[config.mk]
export PLATFORM = sky130hd
export DESIGN_NAME = mmio_led_pwm
export DESIGN_NICKNAME = d
export VERILOG_FILES = /design/src/rtl/mmio_led_pwm_pkg.sv /design/src/rtl/mmio_led_pwm_timebase.sv /design/src/rtl/mmio_led_pwm.sv
export SDC_FILE = /design/constraint.sdc
export NUM_CORES = 1
export LEC_CHECK = 0
export BUFFER_PORTS_ARGS = -buffer_cell sky130_fd_sc_hd__buf_2
export CAP_MARGIN = 20
export CORE_ASPECT_RATIO = 1.1
export CORE_MARGIN = 3
export CORE_UTILIZATION = 40
export CTS_CLUSTER_SIZE = 10
export DETAILED_ROUTE_END_ITERATION = 12
export SLEW_MARGIN = 20
export SYNTH_ARGS = -nofsm -noshare
export SYNTH_HDL_FRONTEND = slang
export SYNTH_HIERARCHICAL = 1
export SYNTH_SLANG_ARGS = --single-unit
[constraint.sdc]
create_clock -name clk -period 5.2 [get_ports clk]
set_input_delay 0.78 -clock clk [delete_from_list [all_inputs] [get_ports clk]]
set_output_delay 0.78 -clock clk [all_outputs]
set_load 0.02 [all_outputs]
[src/rtl/mmio_led_pwm_pkg.sv]
// mmio_led_pwm shared definitions
// Register word offsets and the byte-lane merge helper.
package mmio_led_pwm_pkg;

  // Word offsets (byte offset >> 2) inside the 256-byte window
  localparam logic [5:0] OFS_OUT   = 6'h00;
  localparam logic [5:0] OFS_SET   = 6'h01;
  localparam logic [5:0] OFS_CLR   = 6'h02;
  localparam logic [5:0] OFS_TOG   = 6'h03;
  localparam logic [5:0] OFS_MODE  = 6'h04;
  localparam logic [5:0] OFS_CNT   = 6'h05;
  localparam logic [5:0] OFS_DUTY0 = 6'h10;

  // Replace only the enabled byte lanes of old_v with new_v
  function automatic logic [31:0] lane_merge(
    input logic [31:0] old_v,
    input logic [31:0] new_v,
    input logic [3:0]  be
  );
    logic [31:0] r;
    r = old_v;
    for (int k = 0; k < 4; k++)
      if (be[k]) r[8*k +: 8] = new_v[8*k +: 8];
    return r;
  endfunction

endpackage

[src/rtl/mmio_led_pwm_timebase.sv]
// mmio_led_pwm timebase
// Prescaler plus free-running PWM counter.
module pwm_timebase #(
  parameter int PRESCALE = 64,
  parameter int PWM_BITS = 8
) (
  input  logic                clk,
  input  logic                reset,
  output logic                tick,
  output logic                wrap,
  output logic [PWM_BITS-1:0] cnt
);

  localparam int PW = (PRESCALE > 1) ? $clog2(PRESCALE) : 1;

  logic [PW-1:0] pre_cnt;

  assign tick = (pre_cnt == PW'(PRESCALE - 1));
  // wrap marks the tick on which cnt rolls over to 0
  assign wrap = tick && (cnt == '1);

  // prescaler and PWM step counter
  always_ff @(posedge clk) begin
    if (reset) begin
      pre_cnt <= '0;
      cnt     <= '0;
    end else begin
      if (tick) pre_cnt <= '0;
      else      pre_cnt <= pre_cnt + PW'(1);
      if (tick) cnt <= cnt + PWM_BITS'(1);
    end
  end

endmodule

[src/rtl/mmio_led_pwm.sv]
// mmio_led_pwm top
// Memory-mapped static/PWM LED outputs on the data bus.
module mmio_led_pwm
  import mmio_led_pwm_pkg::*;
#(
  parameter int          N_CH      = 8,
  parameter int          PWM_BITS  = 8,
  parameter int          PRESCALE  = 64,
  parameter logic [31:0] BASE_ADDR = 32'h0000_2000
) (
  input  logic            clk,
  input  logic            reset,
  input  logic [31:0]     addr,
  input  logic [31:0]     write_data,
  input  logic            memwrite,
  input  logic            memread,
  input  logic [3:0]      sign_mask,
  output logic [31:0]     read_data,
  output logic [N_CH-1:0] led
);

  logic                sel;
  logic                wr;
  logic [5:0]          ofs;
  logic [5:0]          duty_idx;
  logic                duty_hit;
  logic                tick;
  logic                wrap;
  logic [PWM_BITS-1:0] pwm_cnt;

  logic [N_CH-1:0]     out_r, out_nx;
  logic [N_CH-1:0]     mode_r, mode_nx;
  logic [N_CH-1:0]     led_nx;
  logic [N_CH-1:0]     duty_we;
  logic [PWM_BITS-1:0] duty_pend [N_CH];
  logic [PWM_BITS-1:0] duty_act  [N_CH];
  logic [PWM_BITS-1:0] duty_rd;
  logic [PWM_BITS-1:0] duty_nx;
  logic [31:0]         rd_val;

  assign sel      = (addr[31:8] == BASE_ADDR[31:8]);
  assign ofs      = addr[7:2];
  assign wr       = memwrite && sel;
  assign duty_idx = ofs - OFS_DUTY0;
  assign duty_hit = (ofs >= OFS_DUTY0) && (int'(duty_idx) < N_CH);

  pwm_timebase #(
    .PRESCALE (PRESCALE),
    .PWM_BITS (PWM_BITS)
  ) u_tb (
    .clk   (clk),
    .reset (reset),
    .tick  (tick),
    .wrap  (wrap),
    .cnt   (pwm_cnt)
  );

  // pending duty of the addressed channel and its merged store value
  always_comb begin
    duty_rd = '0;
    for (int i = 0; i < N_CH; i++)
      if (duty_idx == 6'(i)) duty_rd = duty_pend[i];
    duty_nx = PWM_BITS'(lane_merge(32'(duty_rd), write_data, sign_mask));
  end

  // next OUT/MODE values from stores
  always_comb begin
    out_nx  = out_r;
    mode_nx = mode_r;
    if (wr) begin
      case (ofs)
        OFS_OUT:  out_nx  = N_CH'(lane_merge(32'(out_r), write_data, sign_mask));
        OFS_SET:  out_nx  = out_r | N_CH'(write_data);
        OFS_CLR:  out_nx  = out_r & ~N_CH'(write_data);
        OFS_TOG:  out_nx  = out_r ^ N_CH'(write_data);
        OFS_MODE: mode_nx = N_CH'(lane_merge(32'(mode_r), write_data, sign_mask));
        default: ;
      endcase
    end
  end

  // read mux on pre-write state
  always_comb begin
    rd_val = '0;
    if (duty_hit) begin
      rd_val = 32'(duty_rd);
    end else begin
      case (ofs)
        OFS_OUT:  rd_val = 32'(out_r);
        OFS_MODE: rd_val = 32'(mode_r);
        OFS_CNT:  rd_val = 32'(pwm_cnt);
        default:  rd_val = '0;
      endcase
    end
  end

  for (genvar g = 0; g < N_CH; g++) begin : g_ch
    assign duty_we[g] = wr && duty_hit && (duty_idx == 6'(g));
    assign led_nx[g]  = mode_r[g] ? (pwm_cnt < duty_act[g]) : out_r[g];
  end

  // register state; active duty reloads only at period wrap
  always_ff @(posedge clk) begin
    if (reset) begin
      out_r     <= '0;
      mode_r    <= '0;
      led       <= '0;
      read_data <= '0;
      for (int i = 0; i < N_CH; i++) begin
        duty_pend[i] <= '0;
        duty_act[i]  <= '0;
      end
    end else begin
      out_r     <= out_nx;
      mode_r    <= mode_nx;
      led       <= led_nx;
      read_data <= (memread && sel) ? rd_val : '0;
      for (int i = 0; i < N_CH; i++) begin
        if (duty_we[i]) duty_pend[i] <= duty_nx;
        if (wrap)       duty_act[i]  <= duty_pend[i];
      end
    end
  end

endmodule

After elaboration in Yosys (flattened, before gate mapping). Memory sizes are Yosys's and may differ from the RTL's. Cells that the tools add are included.

Bits in registers: 70. Latch bits: 0. Memory bits (writable): 128. Memory bits (read-only): 0. Bits of input ports: 72. Output and inout bits: 40. Memories: 2.

Memories: duty_act (words 8, bits a word 8, read ports 8, clocked after Yosys merged registers in 0, wr ports 8, line mmio_led_pwm.sv:36) `logic [PWM_BITS-1:0] duty_act [N_CH];`; duty_pend (words 8, bits a word 8, read ports 8, clocked after Yosys merged registers in 0, wr ports 8, line mmio_led_pwm.sv:35) `logic [PWM_BITS-1:0] duty_pend [N_CH];`.

Add/sub/neg operators: 3. Multiply operators: 0. Divide/modulo/power cells: 0. $lt $le $gt $ge: 10. Eq/ne operators: 16. Shift-type cells: 0. Multiplexer cells: 66. Bitwise logic cells: 21. Reductions and logical operators: 21.

Operator list (number): 2-to-1 mux 8 bit (27); < comparator 8 bit (8); 2-to-1 mux 1 bit (37); == test 6 x 3 -> 1 bit, second input constant (6); case mux 8 bit (4 select lines) (1); == test 24 x 6 -> 1 bit, second input constant (1); == test 6 x 2 -> 1 bit, second input constant (4); case mux 8 bit (3 select lines) (1); bitwise OR 1 bit (16); logical AND 1 bit (13); == test 6 x 1 -> 1 bit, second input constant (2); zero test 6 bit (2); adder 8 x 1 -> 8 bit, second input constant (1); AND 8 bit (1); == test 8 bit, second input constant (1); NOT 8 bit (1); bitwise OR 8 bit (1); XOR 8 bit (1); adder 6 x 1 -> 6 bit, second input constant (1); == test 6 bit, second input constant (1); greater-or-equal comparator 6 x 5 -> 1 bit, second input constant (1); < comparator 6 x 4 -> 1 bit, second input constant (1); AND reduction 3 bit (2); subtractor 6 x 5 -> 6 bit, second input constant (1); other kinds (5) (6).

Depth between registers and ports, before layout. Gate-level depths: netlist (run 1).

Depth in word-level cells: 12. Mapped depth: 8.

Modules after synthesis. The synthesis (run 1) kept the hierarchy.

By module, submodules not included: mmio_led_pwm (instances 1, cells an instance 823, area an instance 9002.4 um^2); pwm_timebase (instances 1, cells an instance 69, area an instance 615.6 um^2).

Least setup slack after synthesis (run 1). OpenSTA, ideal clock, no wires.

Path kind: input-to-reg. Start: in addr[5]. End: mem duty_pend[0][0] (enable). Library setup time: 334 ps. Arrival time: 2336 ps. Data required time: 4866 ps. Slack: 2529 ps. Stages on the path: 5. Buffers on the path: 1. Path through: buf_2 or4b_4 nor4_1 nand3_1 nand2b_1.

RTL lines: start, declared (line mmio_led_pwm.sv:13) `input logic [31:0] addr,`; end, declared (line mmio_led_pwm.sv:35).

==> flow_metrics.env, run 1 <==
export IMPL_grt_pass1_wl_um=37540
export IMPL_vdd_drop_max_mv=0.2403
export IMPL_stdcell_count=1259
export IMPL_cts_root_buf="clkbuf_16"
export IMPL_io_pins=112
export IMPL_area_growth_pct=11.42
export IMPL_overflow=0
export IMPL_place_congestion=0.8379
export IMPL_async_flop_share_pct=0
export IMPL_yosys_register_bits=174
export IMPL_crit_arrival_ns=3.26
export IMPL_postCtsSetupBuffers=0
export IMPL_postSynthCellCount=892
export IMPL_mostFrequentLayoutCells="edfxtp_1, nor2_1, inv_1"
export IMPL_synth_adder_area_share_pct=9.627
export IMPL_rows=58
export IMPL_dieArea_um2=25940
export IMPL_synth_compound_area_share_pct=12.50
export IMPL_drc=0
export IMPL_powerDensity_nw_per_um2=281.3
export IMPL_slew_headroom_pct=32.03
export IMPL_skew_ns=0.009548
export IMPL_drv_cap=0
export IMPL_clkLatencyLatePin_ns=0.42
export IMPL_fin_util_pct=46.15
export IMPL_routed_wirelength_um=24380
export IMPL_grt_usage_pct=18.81
export IMPL_multi_input_area_um2=4307
export IMPL_yosys_area_share_simple_pct=17.81
export IMPL_vias=6796
export IMPL_fin_tns_setup_ns=0
export IMPL_final_nets=1092
export IMPL_cts_made_buffers=17
export IMPL_drt_iter0_markers=521
export IMPL_path_class="register to register"
export IMPL_grt_pass1_vias=6574
export IMPL_layout_drive_gt1_share_pct=14.49
export IMPL_dp_cells=1227
export IMPL_synthDistinctLibCells=72
export IMPL_synth_edf_count=128
export IMPL_hold_slack_ns=0.5294
export IMPL_die_h_um=168.6
export IMPL_antenna_found_initial=1
export IMPL_die_w_um=153.9
export IMPL_seq_area_um2=4765
export IMPL_cp_required_ns=5.31
export IMPL_hold_buffers=0
export IMPL_power_mw=3.014
export IMPL_port_buffers=58
export IMPL_seq_area_frac_synth_pct=49.54
export IMPL_timing_fmax_ghz=0.3169
export IMPL_hold_class="register to register"
export IMPL_avgSynthCellArea_um2=10.78
export IMPL_postRouteAntennaNets=0
export IMPL_muxShareOfSynthArea_pct=3.031
export IMPL_fin_crit_sh_pct=60.68
export IMPL_status="finished, final reports clean"
export IMPL_rsz0062_at_grt="no"
export IMPL_crit_fanout=38
export IMPL_finalHoldViolations=0
export IMPL_cp_end_kind="register"
export IMPL_firstDrtPassIters=5
export IMPL_cts_max_level=4
export IMPL_synth_xor_area_share_pct=0.7285
export IMPL_ctsResizeCount=0
export IMPL_leakage_nw=4.428
export IMPL_n_antenna_cell=0
export IMPL_dp_hpwl_um=17800
export IMPL_fill_cells=2168
export IMPL_final_common_cell="edfxtp_1"
export IMPL_viasPerCell=5.398
export IMPL_core_area_um2=23220
export IMPL_slew_viol_final=0
export IMPL_cts_tree="done"
export IMPL_netlist_area_um2=9618
export IMPL_setup_viol=0
export IMPL_cts_sinks=174
export IMPL_tightest_slew_ns=1.012
export IMPL_path_clk_slew_ns=0.07
export IMPL_grt_max_degree=49
export IMPL_min_period_ns=3.155
export IMPL_yosys_warnings=6
export IMPL_wl_per_cell_um=19.37
export IMPL_start_kind="register"
export IMPL_floorplan_initialDensity_pct=41.42
export IMPL_ys_flop_type="edfxtp_1"
export IMPL_clockBufferDepth=2
export IMPL_synth_top_family_by_area="simple AND/OR/NAND/NOR gates"
==> cell families (layout without fill, tap and decap cells) <==
kind of cell,after synthesis,after routing
and+or+nand+nor,312,312
DFF,174,174
AOI/OAI and AO/OA,151,151
buffers and inverters,144,188
adders and majority gates,74,74
muxes,28,28
xor gates and xnor gates,8,8
other,1,24
==> power by group <==
part           leakage [nW]  internal, mW  switching [mW]  total, mW
logic                  2.48        0.0686           0.142      0.211
clock network         0.274         0.710           0.535       1.24
registers              1.67          1.53          0.0239       1.56
==> critical path, stage by stage, from the launching register on <==
cell	delay, ns
dfxtp_1	0.79
ha_1	0.30
nand4_1	0.18
nor4_1	0.39
or2_2	0.79
buf_4	0.37
==> metrics by stage <==
stage / cell area (um^2) / setup slack (ns)
3_5_place_dp: 10140 / 1.846
4_1_cts: 10720 / 1.963
5_1_grt: 10720 / 1.775
2_1_floorplan: 9704 / 2.529
6_report: 10720 / 2.045
3_3_place_gp: 10140 / 1.860
==> cell type report <==
cell class / instances / share of cell area [%]
Clock buffer: 19 / 4.040
Timing Repair Buffer: 68 / 3.409
Multi-Input combinational cell: 597 / 40.19
Tap cell: 300 / 3.503
Sequential cell: 174 / 44.46
Inverter: 88 / 3.082
Clock inverter: 13 / 1.319
==> flip-flops by register name, indices dropped and copies added (netlist names) <==
signal / cells
read_data: 8
led: 8
duty_act: 64
mode_r: 8
out_r: 8
duty_pend: 64
u_tb/cnt: 8
u_tb/pre_cnt: 6
==> Yosys cell counts (all sizes together), types with 7 or more instances <==
cell type  count  area (um^2)
nand2b        14        87.58
nand3         42        210.2
o22ai         15        93.84
nand2         25        93.84
mux2           9        101.4
o221a          7        78.83
clkbuf        22        82.58
inv           88        330.3
and2          58        362.9
nor4b         10        93.84
nor2         100        385.4
dfxtp         46        920.9
ha            74        925.9
a222oi         8        80.08
nor4          10        92.59
nor2b         25        156.4
mux2i         19        190.2
a21o          14        105.1
buf           34        234.0
a22oi          9        67.56
a21oi         25        125.1
edfxtp       128         3844
o21ai         13        65.06
==> metal layers <==
metal  GRT usage [%]  vias to the layer above  routed length (um)
met5               0                        -                  12
met2           31.29                      230               11530
met4           5.876                        2                 593
li1                -                     3269                   -
met3           4.705                       45                1679
met1           24.28                     3250               10560
==> final timing paths <==
kind / startpoint / end / slack [ns] / cells past startpoint
max: u_tb/cnt[0] / duty_act[1][10] / 2.04 / 5
min: u_tb/pre_cnt[0] / u_tb/pre_cnt[0] / 0.53 / 1
max reg2reg: u_tb/cnt[0] / duty_act[1][10] / 2.04 / 5
min reg2reg: u_tb/pre_cnt[0] / u_tb/pre_cnt[0] / 0.53 / 1
Note: power is estimated with default switching activity, not from simulation.
==> inputs of run 2 (changes only) <==
- clock period: 5.2 -> 3.25 ns (I/O delays scaled with it)
==> run 2 against run 1 <==
Via count up 1.5%. Cell count is 2.4% higher. Flip-flop and latch count did not move. Sequential power rose by 60%. Largest cell class unchanged. Non-clock buffer count increased by 30. Critical endpoint is now duty_pend[1][7]. Setup slack lost 1.1 ns. Worst hold slack got worse by 0.18 ns.
==> flow_metrics.env, run 2 (synthesis gave the netlist of run 1 again) <==
export IMPL_power_frac_seq_pct=50.4
export IMPL_crit_fanout=8
export IMPL_overflow=0
export IMPL_floorplan_initialDensity_pct=41.42
export IMPL_fin_ws_ns=0.9873
export IMPL_switching_share_pct=24.35
export IMPL_io_pins=112
export IMPL_dieArea_um2=25940
export IMPL_fin_util_pct=47.31
export IMPL_p_int_mw=3.736
export IMPL_fin_crit_sh_pct=69.62
export IMPL_r2r_end="duty_act[1][27]"
export IMPL_grt_pass1_wl_um=38300
export IMPL_area_growth_pct=14.23
export IMPL_slew_viol_final=0
export IMPL_ctsResizeCount=0
export IMPL_setup_viol=0
export IMPL_grt_util_met1_pct=25.94
export IMPL_timing_fmax_ghz=0.4419
export IMPL_grtUsageMet3_pct=3.656
export IMPL_dp_cells=1257
export IMPL_p_clk_share_pct=42.4
export IMPL_cts_root_buf="clkbuf_16"
export IMPL_wl_per_cell_um=19.09
export IMPL_whs_endpoint="mode_r[1]"
export IMPL_p_sw_mw=1.203
export IMPL_grt_max_degree=65
export IMPL_critPathMaxStageDelay_ns=0.56
export IMPL_tightest_slew_ns=0.7083
export IMPL_finalHoldViolations=0
export IMPL_status="finished, final reports clean"
export IMPL_rows=58
export IMPL_gr_usage_met2_pct=31.20
export IMPL_viasPerCell=5.353
export IMPL_postRouteAntennaNets=0
export IMPL_crit_family="simple AND/OR/NAND/NOR gates"
export IMPL_core_area_um2=23220
export IMPL_dp_hpwl_um=17950
export IMPL_cts_max_level=4
export IMPL_clkLatencyLatePin_ns=0.43
export IMPL_vdd_drop_max_mv=0.2982
export IMPL_timing_rr_start="u_tb/cnt[1]"
export IMPL_crit_path_top_delay_cell="nor3_2"
export IMPL_reg_top3="duty_act x64, duty_pend x64"
export IMPL_die_w_um=153.9
export IMPL_n_antenna_cell=0
export IMPL_clockBufferDepth=2
export IMPL_place_congestion=0.8414
export IMPL_hold_class="primary input to register"
export IMPL_drt_iter0_markers=683
export IMPL_leakage_nw=4.592
export IMPL_routed_wirelength_um=24610
export IMPL_path_class="primary input to register"
export IMPL_crit_arrival_ns=2.34
export IMPL_final_nets=1122
export IMPL_path_clk_slew_ns=0.07
export IMPL_cts_made_buffers=17
export IMPL_grt_usage_pct=19.28
export IMPL_final_common_cell="edfxtp_1"
export IMPL_min_period_ns=2.263
export IMPL_drc=0
export IMPL_drv_cap=0
export IMPL_cp_end_kind="register"
export IMPL_hold_depth=3
export IMPL_mostFrequentLayoutCells="edfxtp_1, nor2_1, inv_1"
export IMPL_rsz0062_at_grt="no"
export IMPL_firstDrtPassIters=5
export IMPL_layout_drive_gt1_share_pct=17.19
export IMPL_cts_tree="done"
export IMPL_vias=6900
export IMPL_worstHoldStart="write_data[1]"
export IMPL_powerDensity_nw_per_um2=449.6
export IMPL_skew_ns=0.009944
export IMPL_ff2ff_path_depth=6
export IMPL_ff2ff_setup_slack_ns=0.99
export IMPL_hold_buffers=0
export IMPL_cts_sinks=174
export IMPL_fin_tns_setup_ns=0
export IMPL_pre_cts_ws_ns=0.5681
export IMPL_start_kind="primary input"
export IMPL_slew_headroom_pct=52.78
export IMPL_cp_cell_sequence="buf_2 -> nor4_1 -> nand4_2 -> nor3_2 -> nand3_1 -> nand2b_1"
export IMPL_gr_max_usage_layer="met2"
export IMPL_power_frac_comb_pct=7.2
export IMPL_power_mw=4.939
export IMPL_port_buffers=58
export IMPL_antenna_found_initial=1
export IMPL_postCtsSetupBuffers=0
export IMPL_die_h_um=168.6
export IMPL_critPathBufInv=1
export IMPL_cp_required_ns=3.33
export IMPL_grt_pass1_vias=6698
export IMPL_stdcell_count=1289
==> run 2: layout make-up <==
type / count / area, um^2
Timing Repair Buffer: 98 / 615.6
Inverter: 88 / 330.3
Fill cell: 2169 / 12240
Multi-Input combinational cell: 597 / 4302
Sequential cell: 174 / 4765
Clock inverter: 15 / 173.9
Tap cell: 300 / 375.4
Clock buffer: 17 / 425.4
==> run 2: metrics by stage <==
step,hold WS [ns],instance area [um^2]
floorplan,0.4705,9704
global placement,0.5076,10390
detailed placement,0.5034,10390
CTS,0.3322,10990
global route,0.3771,10990
finish,0.3521,10990
==> run 2: power groups by stage <==
| stage | combinational [mW] | sequential, mW | clock, mW |
|---|---|---|---|
| floorplan | 0.245 | 2.53 | 0 |
| global placement | 0.349 | 2.54 | 0 |
| detailed placement | 0.352 | 2.54 | 0 |
| CTS | 0.355 | 2.49 | 2.13 |
| global route | 0.392 | 2.50 | 2.21 |
| finish | 0.355 | 2.49 | 2.09 |
==> run 2: metal layers <==
layer	vias up	part of all wire [%]
li1	3334	-
met1	3279	44
met2	243	47
met3	42	6.4
met4	2	2.7
met5	-	0.049
==> run 2: worst max-delay path by stage <==
| stage | slack (ns) | cells after the start | to | startpoint |
|---|---|---|---|---|
| 2_1_floorplan | 0.81 | 4 | duty_act[0][0] | u_tb/cnt[1] |
| 3_3_place_gp | 0.50 | 6 | duty_pend[0][13] | addr[20] |
| 3_5_place_dp | 0.57 | 6 | duty_pend[0][13] | addr[20] |
| 4_1_cts | 0.98 | 6 | duty_act[1][19] | u_tb/cnt[1] |
| 5_1_grt | 0.76 | 6 | duty_pend[0][13] | addr[20] |
| 6_report | 0.99 | 6 | duty_pend[1][7] | addr[20] |
==> run 2: tightest hold or removal path: cells and delay by family <==
| kind | cells | cell delay (ns) |
|---|---|---|
| and+or+nand+nor | 1 | 0.07 |
| buffers and inverters | 1 | 0.11 |
| muxes | 1 | 0.07 |
==> inputs of run 3 (changes only) <==
- clock period: 3.25 -> 2.25 ns (I/O delays scaled with it)
==> run 3 against run 2 <==
Combinational power grew 55%. Final area grew 3.9%. Non-clock buffer count grew 43. Die area is the same. Utilization grew 1.8 points. Critical path depth grew 1. Worst hold slack lost 0.16 ns. Flip-flop and latch count is the same. Clock skew is essentially flat. Count of clock-buffer cells in the layout is the same. Critical endpoint is now duty_act[1][5]. Largest power group unchanged.
==> flow_metrics.env, run 3 (synthesis gave the netlist of run 1 again) <==
export IMPL_rsz0062_at_grt="no"
export IMPL_finalHoldViolations=0
export IMPL_cts_sinks=174
export IMPL_tightest_slew_ns=0.8195
export IMPL_final_nets=1165
export IMPL_fin_tns_setup_ns=0
export IMPL_grt_pass1_wl_um=39220
export IMPL_powerDensity_nw_per_um2=641.9
export IMPL_area_growth_pct=18.64
export IMPL_crit_end="duty_act[1][5]"
export IMPL_cp_end_kind="register"
export IMPL_rows=58
export IMPL_critPathMaxStageDelay_ns=0.41
export IMPL_skew_ns=0.009561
export IMPL_hold_slack_ns=0.1967
export IMPL_hold_class="primary input to register"
export IMPL_timing_rr_start="u_tb/pre_cnt[0]"
export IMPL_leakage_nw=4.840
export IMPL_drt_iter0_markers=498
export IMPL_cts_max_level=4
export IMPL_clockBufferDepth=2
export IMPL_routed_wirelength_um=24940
export IMPL_crit_arrival_ns=2.32
export IMPL_mostFrequentLayoutCells="edfxtp_1, nor2_1, inv_1"
export IMPL_cts_root_buf="clkbuf_16"
export IMPL_switching_share_pct=23.03
export IMPL_core_area_um2=23220
export IMPL_n_antenna_cell=0
export IMPL_clkLatencyLatePin_ns=0.43
export IMPL_start_kind="register"
export IMPL_path_class="register to register"
export IMPL_drv_cap=0
export IMPL_cp_cell_sequence="ha_1 -> nand4_4 -> nor4_1 -> buf_4 -> nor2b_2 -> buf_4 -> and2_1"
export IMPL_cts_made_buffers=17
export IMPL_drc=0
export IMPL_postRouteAntennaNets=0
export IMPL_setup_viol=0
export IMPL_layout_drive_gt1_share_pct=20.74
export IMPL_floorplan_initialDensity_pct=41.42
export IMPL_viasPerCell=5.306
export IMPL_firstDrtPassIters=5
export IMPL_vias=7067
export IMPL_crit_path_top_delay_cell="dfxtp_1"
export IMPL_antenna_found_initial=0
export IMPL_final_common_cell="edfxtp_1"
export IMPL_postCtsSetupBuffers=0
export IMPL_ctsResizeCount=0
export IMPL_place_congestion=0.8679
export IMPL_crit_fanout=25
export IMPL_vdd_drop_max_mv=0.4932
export IMPL_overflow=0
export IMPL_slew_viol_final=0
export IMPL_cp_required_ns=2.53
export IMPL_ff2ff_setup_slack_ns=0.21
export IMPL_dp_cells=1300
export IMPL_die_w_um=153.9
export IMPL_dp_hpwl_um=18980
export IMPL_p_int_mw=5.638
export IMPL_placed_area_um2=10780
export IMPL_status="finished, final reports clean"
export IMPL_fin_area_um2=11410
export IMPL_reg_top3="duty_act x64, duty_pend x64"
export IMPL_path_common_cell="buf_4"
export IMPL_grt_usage_pct=19.54
export IMPL_fin_crit_sh_pct=90.72
export IMPL_die_h_um=168.6
export IMPL_gr_max_usage_layer="met2"
export IMPL_hold_buffers=0
export IMPL_min_period_ns=2.041
export IMPL_wl_per_cell_um=18.73
export IMPL_port_buffers=58
export IMPL_stdcell_count=1332
export IMPL_p_clk_share_pct=43.3
export IMPL_dieArea_um2=25940
export IMPL_power_frac_seq_pct=49.2
export IMPL_cts_tree="done"
export IMPL_path_clk_slew_ns=0.07
export IMPL_grtUsageMet3_pct=3.810
export IMPL_timing_fmax_ghz=0.4899
export IMPL_io_pins=112
export IMPL_fin_util_pct=49.14
export IMPL_power_frac_comb_pct=7.5
export IMPL_grt_pass1_vias=7049
export IMPL_startpoint="u_tb/pre_cnt[0]"
export IMPL_gr_usage_met2_pct=31.83
export IMPL_ff2ff_path_depth=7
export IMPL_grt_max_degree=41
export IMPL_r2r_end="duty_act[1][5]"
export IMPL_p_sw_mw=1.687
export IMPL_slew_headroom_pct=45.37
export IMPL_grt_util_met1_pct=25.87
[run 3: changes by cell type in the layout (fill, tap and decap cells not counted)]
| cell | previous run | this run |
|---|---|---|
| inv_6 | 4 | 3 |
| or2_4 | 0 | 1 |
| buf_4 | 38 | 76 |
| bufinv_16 | 2 | 4 |
| buf_12 | 2 | 7 |
| clkinv_4 | 3 | 5 |
| or2_2 | 2 | 1 |
| inv_8 | 3 | 0 |
| clkinv_2 | 0 | 1 |
| clkinv_1 | 1 | 0 |
[run 3: how the worst min path moves through the flow]
stage                    start               to  cells after the start
5_1_grt          write_data[1]        mode_r[1]                      3
2_1_floorplan            reset      u_tb/cnt[1]                      1
6_report         write_data[1]        mode_r[1]                      3
4_1_cts          write_data[1]        mode_r[1]                      3
3_5_place_dp   u_tb/pre_cnt[0]  u_tb/pre_cnt[0]                      1
3_3_place_gp   u_tb/pre_cnt[0]  u_tb/pre_cnt[0]                      1
[run 3: critical path, delay by kind of cell, from the launching register on]
family	cells	cell delay [ns]
adder cells (fa/ha/maj)	1	0.25
AND/OR/NAND/NOR	4	0.82
flip-flops	1	0.41
buffers and inverters	2	0.42
[run 3: final cells by class]
cell class,count,area (um^2)
Tap cell,300,375.4
Fill cell,2154,11810
Clock inverter,15,210.2
Inverter,88,330.3
Clock buffer,17,425.4
Sequential cell,174,4765
Timing Repair Buffer,141,1001
Multi-Input combinational cell,597,4304
[run 3: layer usage]
layer | vias up | wire length, um
met5 | - | 0
met1 | 3386 | 10910
met4 | 0 | 675
li1 | 3422 | -
met2 | 225 | 11710
met3 | 34 | 1640
[run 3: power groups by stage]
stage / Clock [mW] / Combinational, mW / Sequential, mW
2_1_floorplan: 0 / 0.354 / 3.65
3_3_place_gp: 0 / 0.536 / 3.67
3_5_place_dp: 0 / 0.548 / 3.67
4_1_cts: 3.22 / 0.552 / 3.60
5_1_grt: 3.35 / 0.607 / 3.61
6_report: 3.17 / 0.550 / 3.60
[run 3: per-stage QoR]
stage                     total power [mW]  setup WS, ns
final                                7.324        0.2088
after floorplan                      4.002       0.02176
after global placement               4.209     0.0002411
after detailed placement             4.222      -0.02486
after global routing                 7.569       0.04208
after CTS                            7.376        0.2111
